===== config.mk =====
export PLATFORM = sky130hd
export DESIGN_NAME = ram_fifo_ctrl
export DESIGN_NICKNAME = d
export VERILOG_FILES = /design/src/rtl/ram_fifo_pkg.sv /design/src/rtl/ram_fifo_obuf.sv /design/src/rtl/ram_fifo_ctrl.sv
export SDC_FILE = /design/constraint.sdc
export NUM_CORES = 1
export LEC_CHECK = 0
export ABC_AREA = 0
export CAP_MARGIN = 5
export CORE_MARGIN = 2
export CORE_UTILIZATION = 37
export DETAILED_ROUTE_END_ITERATION = 6
export PLACE_DENSITY_LB_ADDON = 0.25
export SETUP_SLACK_MARGIN = 0.02
export SLEW_MARGIN = 10
export SYNTH_ARGS = -nofsm -noshare
export SYNTH_HDL_FRONTEND = slang
export SYNTH_HIERARCHICAL = 1
export SYNTH_SLANG_ARGS = --single-unit

===== constraint.sdc =====
create_clock -name clk -period 4.97 [get_ports clk]
set_clock_uncertainty 0.05 [all_clocks]
set_input_delay 0.7455 -clock clk [delete_from_list [all_inputs] [get_ports clk]]
set_output_delay 0.7455 -clock clk [all_outputs]
set_load 0.02 [all_outputs]

===== src/rtl/ram_fifo_pkg.sv =====
// Shared constants for the RAM-backed FIFO controller.
// Word width, RAM geometry and fill-level width.
package ram_fifo_pkg;

  localparam int DATA_W = 8;
  localparam int ADDR_W = 6;
  localparam int DEPTH  = 64;
  localparam int LVL_W  = ADDR_W + 2;

endpackage


===== src/rtl/ram_fifo_obuf.sv =====
// Two-entry output buffer in front of the consumer.
// Absorbs the RAM read latency so the stream runs at one word per cycle.
module ram_fifo_obuf
  import ram_fifo_pkg::*;
#(
  parameter int WIDTH = ram_fifo_pkg::DATA_W
) (
  input  logic             clk,
  input  logic             rst_n,
  input  logic             capture,
  input  logic [WIDTH-1:0] din,
  input  logic             pop,
  output logic [WIDTH-1:0] head,
  output logic             valid,
  output logic [1:0]       cnt
);

  logic [WIDTH-1:0] tail;

  assign valid = (cnt != 2'd0);

  // Head/tail shuffle; a capture racing a pop of the last word lands in head.
  always_ff @(posedge clk or negedge rst_n) begin
    if (!rst_n) begin
      head <= '0;
      tail <= '0;
      cnt  <= 2'd0;
    end else begin
      cnt <= cnt + {1'b0, capture} - {1'b0, pop};
      priority case (1'b1)
        pop && (cnt == 2'd2): begin
          head <= tail;
          if (capture) tail <= din;
        end
        pop: begin
          if (capture) head <= din;
        end
        capture && (cnt == 2'd0): head <= din;
        capture: tail <= din;
        default: ;
      endcase
    end
  end

endmodule


===== src/rtl/ram_fifo_ctrl.sv =====
// FIFO controller driving a dual-port RAM: port 1 pushes, port 2 prefetches.
// Tracks pointers, RAM occupancy and the one-cycle registered read.
module ram_fifo_ctrl
  import ram_fifo_pkg::*;
#(
  parameter int DATA_W = ram_fifo_pkg::DATA_W,
  parameter int ADDR_W = ram_fifo_pkg::ADDR_W,
  parameter int DEPTH  = ram_fifo_pkg::DEPTH
) (
  input  logic              clk,
  input  logic              rst_n,
  input  logic [DATA_W-1:0] s_data,
  input  logic              s_valid,
  output logic              s_ready,
  output logic [DATA_W-1:0] m_data,
  output logic              m_valid,
  input  logic              m_ready,
  output logic [ADDR_W+1:0] level,
  output logic [DATA_W-1:0] ram_data_p1,
  output logic [ADDR_W-1:0] ram_addr_p1,
  output logic              ram_wr_p1,
  output logic [ADDR_W-1:0] ram_addr_p2,
  output logic              ram_wr_p2,
  input  logic [DATA_W-1:0] ram_out_p2
);

  logic [ADDR_W-1:0] wr_ptr;
  logic [ADDR_W-1:0] rd_ptr;
  logic [ADDR_W:0]   ram_cnt;
  logic              inflight;
  logic [1:0]        ob_cnt;
  logic              push;
  logic              pop;
  logic              fetch;
  logic [ADDR_W:0]   ram_cnt_nx;
  logic [1:0]        ob_cnt_nx;
  logic [ADDR_W+1:0] level_nx;

  assign s_ready = (ram_cnt < (ADDR_W+1)'(DEPTH));
  assign push    = s_valid & s_ready;
  assign pop     = m_valid & m_ready;

  // Fetch only while the buffer plus the pending read leaves room after pop.
  assign fetch = (ram_cnt != '0) &&
    (({1'b0, ob_cnt} + {2'b0, inflight}) < (3'd2 + {2'b0, pop}));

  assign ram_cnt_nx = ram_cnt
    + {{ADDR_W{1'b0}}, push}
    - {{ADDR_W{1'b0}}, fetch};
  assign ob_cnt_nx = ob_cnt + {1'b0, inflight} - {1'b0, pop};
  assign level_nx  = {1'b0, ram_cnt_nx}
    + {{(ADDR_W+1){1'b0}}, fetch}
    + {{ADDR_W{1'b0}}, ob_cnt_nx};

  assign ram_data_p1 = s_data;
  assign ram_addr_p1 = wr_ptr;
  assign ram_wr_p1   = push & rst_n;
  assign ram_addr_p2 = rd_ptr;
  assign ram_wr_p2   = 1'b0;

  // Pointer, occupancy, read-pending and fill-level state.
  always_ff @(posedge clk or negedge rst_n) begin
    if (!rst_n) begin
      wr_ptr   <= '0;
      rd_ptr   <= '0;
      ram_cnt  <= '0;
      inflight <= 1'b0;
      level    <= '0;
    end else begin
      wr_ptr   <= wr_ptr + ADDR_W'(push);
      rd_ptr   <= rd_ptr + ADDR_W'(fetch);
      ram_cnt  <= ram_cnt_nx;
      inflight <= fetch;
      level    <= level_nx;
    end
  end

  ram_fifo_obuf #(
    .WIDTH(DATA_W)
  ) u_obuf (
    .clk    (clk),
    .rst_n  (rst_n),
    .capture(inflight),
    .din    (ram_out_p2),
    .pop    (pop),
    .head   (m_data),
    .valid  (m_valid),
    .cnt    (ob_cnt)
  );

endmodule

Yosys cells after proc, flatten, opt, wreduce, memory -nomap -nowiden
Index checks and enable logic that the tools add are counted. Widths: inputs -> output; s select.

Register bits after elaboration: 46. Latch bits: 0. Memory bits (writable): 0. Memory bits (read-only): 0. Input port bits: 20. Output and inout bits: 40. Word-level logic and storage cells: 44. Memories kept: 0.

Add/sub/neg operators: 10. $mul: 0. Divide/modulo/power cells: 0. Order comparisons: 2. Eq/ne operators: 4. Shift-type cells: 0. Multiplexer cells: 8. Bitwise gates (word level): 3. Reductions and logical operators: 9.

Operators by type and width (number): $mux 8 (8); $add 6x1->6 (2); $add 7x1->8 (1); $add 8x2->8 (1); $add 7x1->7 (1); $lt 7x7->1 const B (1); $reduce_bool 7->1 (1); $sub 7x1->7 (1); $ne 2x1->1 const B (2); $reduce_and 2->1 (2); $add 2x1->3 (1); $add 2x1->3 const A (1); $and 1x1->1 (3); $logic_and 1x1->1 (3); $lt 3x3->1 (1); $ne 3x2->1 const B (1); $reduce_bool 3->1 (1); $add 2x1->2 (1); $eq 2x2->1 const B (1); $logic_not 2->1 (1); $reduce_bool 2->1 (1); $sub 2x1->2 (1).

Logic depth before layout (Yosys ltp)
Depth in word-level cells: 8. Depth in mapped cells: 15.

Cells and area by module
Netlist, hierarchy kept.

Modules (own cells, without submodules): ram_fifo_ctrl (instances 1, cells each 140, area each 1616.6 µm², sequential area each 700.7 µm²); ram_fifo_obuf (instances 1, cells each 76, area each 942.2 µm², sequential area each 450.4 µm²).

Worst setup path after synthesis
No wires, ideal clock.

Kind: register to register. Start point: register u_obuf.cnt[1]. End point: register level[6]. Library setup time: 127 ps. Data arrival time: 3076 ps. Required time: 4793 ps. Setup slack: 1718 ps. Cell stages (with the launch flop): 15. Buffers on the path: 1. Period minus slack after synthesis: 3252 ps. Cell sequence: dfrtp_1 -> nor2_2 -> inv_1 -> nand3b_1 -> a22oi_2 -> and2_1 -> buf_2 -> xnor2_1 -> ha_1 -> fa_1 -> inv_1 -> fa_1 -> nor2_1 -> nand4_1 -> xor2_1.

Cells in the longest elaborated chain, start to end: 8.

RTL lines: start: declaration (RTL line ram_fifo_obuf.sv:15) `output logic [1:0] cnt`; start signal: assignment (RTL line ram_fifo_obuf.sv:29) `cnt <= cnt + {1'b0, capture} - {1'b0, pop};`; $reduce_bool 2->1 (RTL line ram_fifo_obuf.sv:20) `assign valid = (cnt != 2'd0);`; named net m_valid (RTL line ram_fifo_ctrl.sv:16) `output logic m_valid,`; $and 1x1->1 (RTL line ram_fifo_ctrl.sv:41) `assign pop = m_valid & m_ready;`; $add 2x1->3 (RTL line ram_fifo_ctrl.sv:45) `(({1'b0, ob_cnt} + {2'b0, inflight}) < (3'd2 + {2'b0, pop}));`; $lt 3x3->1 (RTL line ram_fifo_ctrl.sv:45); $logic_and 1x1->1 (RTL line ram_fifo_ctrl.sv:44) `assign fetch = (ram_cnt != '0) &&`; named net fetch (RTL line ram_fifo_ctrl.sv:34) `logic fetch;`; $sub 7x1->7 (RTL line ram_fifo_ctrl.sv:49) `- {{ADDR_W{1'b0}}, fetch};`; named net ram_cnt_nx[1] (RTL line ram_fifo_ctrl.sv:35) `logic [ADDR_W:0] ram_cnt_nx;`; $add 7x1->8 (RTL line ram_fifo_ctrl.sv:52) `+ {{(ADDR_W+1){1'b0}}, fetch}`; $add 8x2->8 (RTL line ram_fifo_ctrl.sv:53) `+ {{ADDR_W{1'b0}}, ob_cnt_nx};`; named net level_nx[6] (RTL line ram_fifo_ctrl.sv:37) `logic [ADDR_W+1:0] level_nx;`; end signal: assignment (RTL line ram_fifo_ctrl.sv:74) `level <= level_nx;`; end: declaration (RTL line ram_fifo_ctrl.sv:18) `output logic [ADDR_W+1:0] level,`.

The timed path passes the listed nets, and every way through them passes these cells. A chain may end at the register's enable or synchronous reset.

Worst setup path in the final report
Start point: register inflight. End point: register level[7].

Cells in the longest elaborated chain, start to end: 6.

RTL lines: start: declaration (RTL line ram_fifo_ctrl.sv:30) `logic inflight;`; start signal: assignment (RTL line ram_fifo_ctrl.sv:73) `inflight <= fetch;`; $add 2x1->3 (RTL line ram_fifo_ctrl.sv:45); $lt 3x3->1 (RTL line ram_fifo_ctrl.sv:45); $logic_and 1x1->1 (RTL line ram_fifo_ctrl.sv:44); $sub 7x1->7 (RTL line ram_fifo_ctrl.sv:49); named net ram_cnt_nx[2] (RTL line ram_fifo_ctrl.sv:35); $add 7x1->8 (RTL line ram_fifo_ctrl.sv:52); $add 8x2->8 (RTL line ram_fifo_ctrl.sv:53); named net level_nx[7] (RTL line ram_fifo_ctrl.sv:37).

The timed path passes the listed nets, and every way through them passes these cells.

==> run metrics <==
Total Die Area 7600 um^2; routed length per instance 14.9 um; filler cell count 628; initial antenna violation count 0; Cells after Synth 216; Avg Synthesized Cell Area 11.8 um^2; Worst Hold Class flop to flop; Buffers & Inverters on Critical Path 1; Tmin final 3.76 ns; total nets after synthesis 257; setup repair after global routing missed its margin false; cell at the slowest stage of the critical path sky130_fd_sc_hd__dfrtp_1; floorplan row count 30; Critical Path Source Type flop; Die Y 87.2 um; clock slew at reported path FFs 0.09 ns; run status finished clean; dominant delay contributor by cell family on the critical path adder cells; final sum of negative setup slack 0 ns; number of port buffers 42; fraction of layout cells with a size suffix above 1 0.126; buffers inserted by post-CTS timing repair 0; adder-cell share of the synthesized area 0.109; share of the synthesized netlist area taken by xor and xnor gates 0.0914; TritonCTS clock tree yes; basic-gate share of the synthesized area counting and, or, nand and nor cells 0.140; critical path cell sequence ha_1 > ha_1 > a22oi_2 > and2_1 > xnor2_1 > ha_1 > fa_1 > xnor2_1 > inv_2 > and3_4 > a31oi_4 > nor3b_2 > and3b_1; most frequent standard cell in the layout excluding fill and tap cells sky130_fd_sc_hd__dfrtp_1; Setup Viol. Count Final 0; Area Overhead vs Synth 21.0%; Max FO, Critical Path 14; critical path data arrival time 3.91 ns; DR vias/cell 4.96; number of nets in the final layout 293; H-tree levels 2; drc violations 0; pin count of the biggest net entering global routing 48; count of final hold-check violations 0; most prevalent standard cell on the critical path sky130_fd_sc_hd__ha_1; Cell Area, Synth 2560 um^2; Final GP Congestion 0.749; buffer levels on the longest clock path 2; proportion of synthesized area in mux cells 0.0509; final-report max-slew violation count 0; initial core utilization 0.379; area of the core 6760 um^2; die boundary width 87.2 um; hold buffer count at cts 0; post-cts gate resize count 0; Rel. slew slack 0.518; Post-synth top flop sky130_fd_sc_hd__dfrtp_1; Worst-Margin Slew 0.718 ns; max-cap violations 0; CP endpoint kind flop; Seq/Total Area, Yosys 0.450; cts bufs inserted 5; overall fraction of global-route tracks in use 0.141; highest-count cells in the layout ignoring fill and taps sky130_fd_sc_hd__dfrtp_1 (46), sky130_fd_sc_hd__clkdlybuf4s50_1 (41), sky130_fd_sc_hd__inv_1 (19), sky130_fd_sc_hd__ha_1 (19), sky130_fd_sc_hd__xnor2_1 (16); number of warnings reported in the yosys synthesis log 6; Post-synth ARST share 1.00; antenna violation net count after detailed routing 0; Worst path max stage delay 0.58 ns; post-detailed-placement half-perimeter wirelength 3.48 mm; latest clock arrival within the worst-skew pair 0.30 ns; Fin Hold WS 0.422 ns; Total Routed Length 4.97 mm; share of the clock period used by the worst path 0.757; post-synthesis compound-gate area fraction 0.0900; path type of the worst setup path flop to flop; first-pass iteration count of the detailed router 4; Detailed Route Iter0 Violations 62; vias in the first global route 1704; largest family of logic cells by synthesized area simple AND/OR/NAND/NOR gates; number of clock sinks seen by CTS 46; wire length of the first global-routing pass 8.31 mm; Yosys reg bits 46; clock root buffer sky130_fd_sc_hd__clkbuf_8; max frequency 0.266 GHz; number of enable flip-flop cells after synthesis 0; distinct cell type count of the synthesized netlist 47; I/O pin count 60; leftover overflow at the end of global routing 0; required arrival time at the worst endpoint 5.12 ns; total number of vias 1653; Diodes inserted 0
[worst register-to-register path, delay by kind of cell (launching register included)]
family                   cells  cell delay (ns)
AO/OA/AOI/OAI                2             0.44
buffers and inverters        1             0.10
XOR/XNOR                     2             0.44
AND/OR/NAND/NOR              4             0.83
adder cells (fa/ha/maj)      4             1.23
flip-flops                   1             0.58
[final cells by class]
| cell class | count | area (um^2) | share of cell area |
|---|---|---|---|
| Multi-Input combinational cell | 136 | 1230 | 0.399 |
| Sequential cell | 46 | 1150 | 0.372 |
| Timing Repair Buffer | 43 | 423 | 0.137 |
| Tap cell | 80 | 100 | 0.0323 |
| Inverter | 20 | 75.1 | 0.0242 |
| Clock buffer | 5 | 68.8 | 0.0222 |
| Clock inverter | 3 | 43.8 | 0.0141 |
[synth_stat cells, types with 2 or more instances]
| master | n | share of area |
|---|---|---|
| sky130_fd_sc_hd__a21oi_1 | 3 | 0.0059 |
| sky130_fd_sc_hd__and2_1 | 3 | 0.0073 |
| sky130_fd_sc_hd__and2_4 | 2 | 0.0068 |
| sky130_fd_sc_hd__and3_1 | 3 | 0.0073 |
| sky130_fd_sc_hd__buf_2 | 3 | 0.0059 |
| sky130_fd_sc_hd__buf_4 | 9 | 0.026 |
| sky130_fd_sc_hd__dfrtp_1 | 46 | 0.45 |
| sky130_fd_sc_hd__fa_1 | 2 | 0.016 |
| sky130_fd_sc_hd__ha_1 | 19 | 0.093 |
| sky130_fd_sc_hd__inv_1 | 19 | 0.028 |
| sky130_fd_sc_hd__mux2_4 | 8 | 0.047 |
| sky130_fd_sc_hd__nand2_1 | 6 | 0.0088 |
| sky130_fd_sc_hd__nand3_1 | 4 | 0.0078 |
| sky130_fd_sc_hd__nand3b_1 | 10 | 0.029 |
| sky130_fd_sc_hd__nand4_1 | 2 | 0.0049 |
| sky130_fd_sc_hd__nor2_1 | 3 | 0.0044 |
| sky130_fd_sc_hd__nor2b_1 | 8 | 0.020 |
| sky130_fd_sc_hd__o211a_1 | 8 | 0.031 |
| sky130_fd_sc_hd__o21ai_0 | 8 | 0.016 |
| sky130_fd_sc_hd__or2b_1 | 2 | 0.0059 |
| sky130_fd_sc_hd__xnor2_1 | 16 | 0.055 |
| sky130_fd_sc_hd__xor2_1 | 7 | 0.024 |
[worst paths after layout]
kind	slack [ns]	end	depth (start not counted)	startpoint
worst max-delay path	1.21	level[7]	13	inflight
worst min-delay path	0.42	ram_addr_p1[5]	1	ram_addr_p1[5]
worst max register to register	1.21	level[7]	13	inflight
worst min register to register	0.42	ram_addr_p1[5]	1	ram_addr_p1[5]
max in group asynchronous	3.98	ram_addr_p2[0]	2	rst_n
min in group asynchronous	0.47	ram_addr_p1[4]	2	rst_n
[state kept, by name, summed over array words and instances, names as in the netlist]
register,cells
inflight,1
level,8
ram_addr_p1,6
ram_addr_p2,6
ram_cnt,7
u_obuf/cnt,2
u_obuf/head,8
u_obuf/tail,8
[kinds of logic (layout without fill, tap and decap cells)]
group           Yosys count  after routing
xor+xnor                 25             25
flops                    46             46
other cells               1              1
compound gates           28             28
fa+ha+maj                21             21
simple gates             52             52
buf+inv                  34             71
mux                       9              9
[layer usage]
layer,share of wire,global-route usage,up-vias
met5,0,0,-
met4,0.0052,0.0448,0
met3,0.041,0.0332,4
met2,0.46,0.223,34
met1,0.49,0.194,822
li1,-,-,793
[through the flow]
step                      instances  cell area (um^2)  setup slack, ns   util
after detailed placement        325              2980             1.03  0.442
final                           333              3100             1.21  0.458
after CTS                       333              3100             1.19  0.458
after floorplan                 216              2560             1.72      -
after global routing            333              3100            0.964  0.458
after global placement          325              2980             1.10  0.442
Power is left out: the tool's default activity adds up to more than one toggle a clock period on the data nets, which glitch-free logic cannot reach.
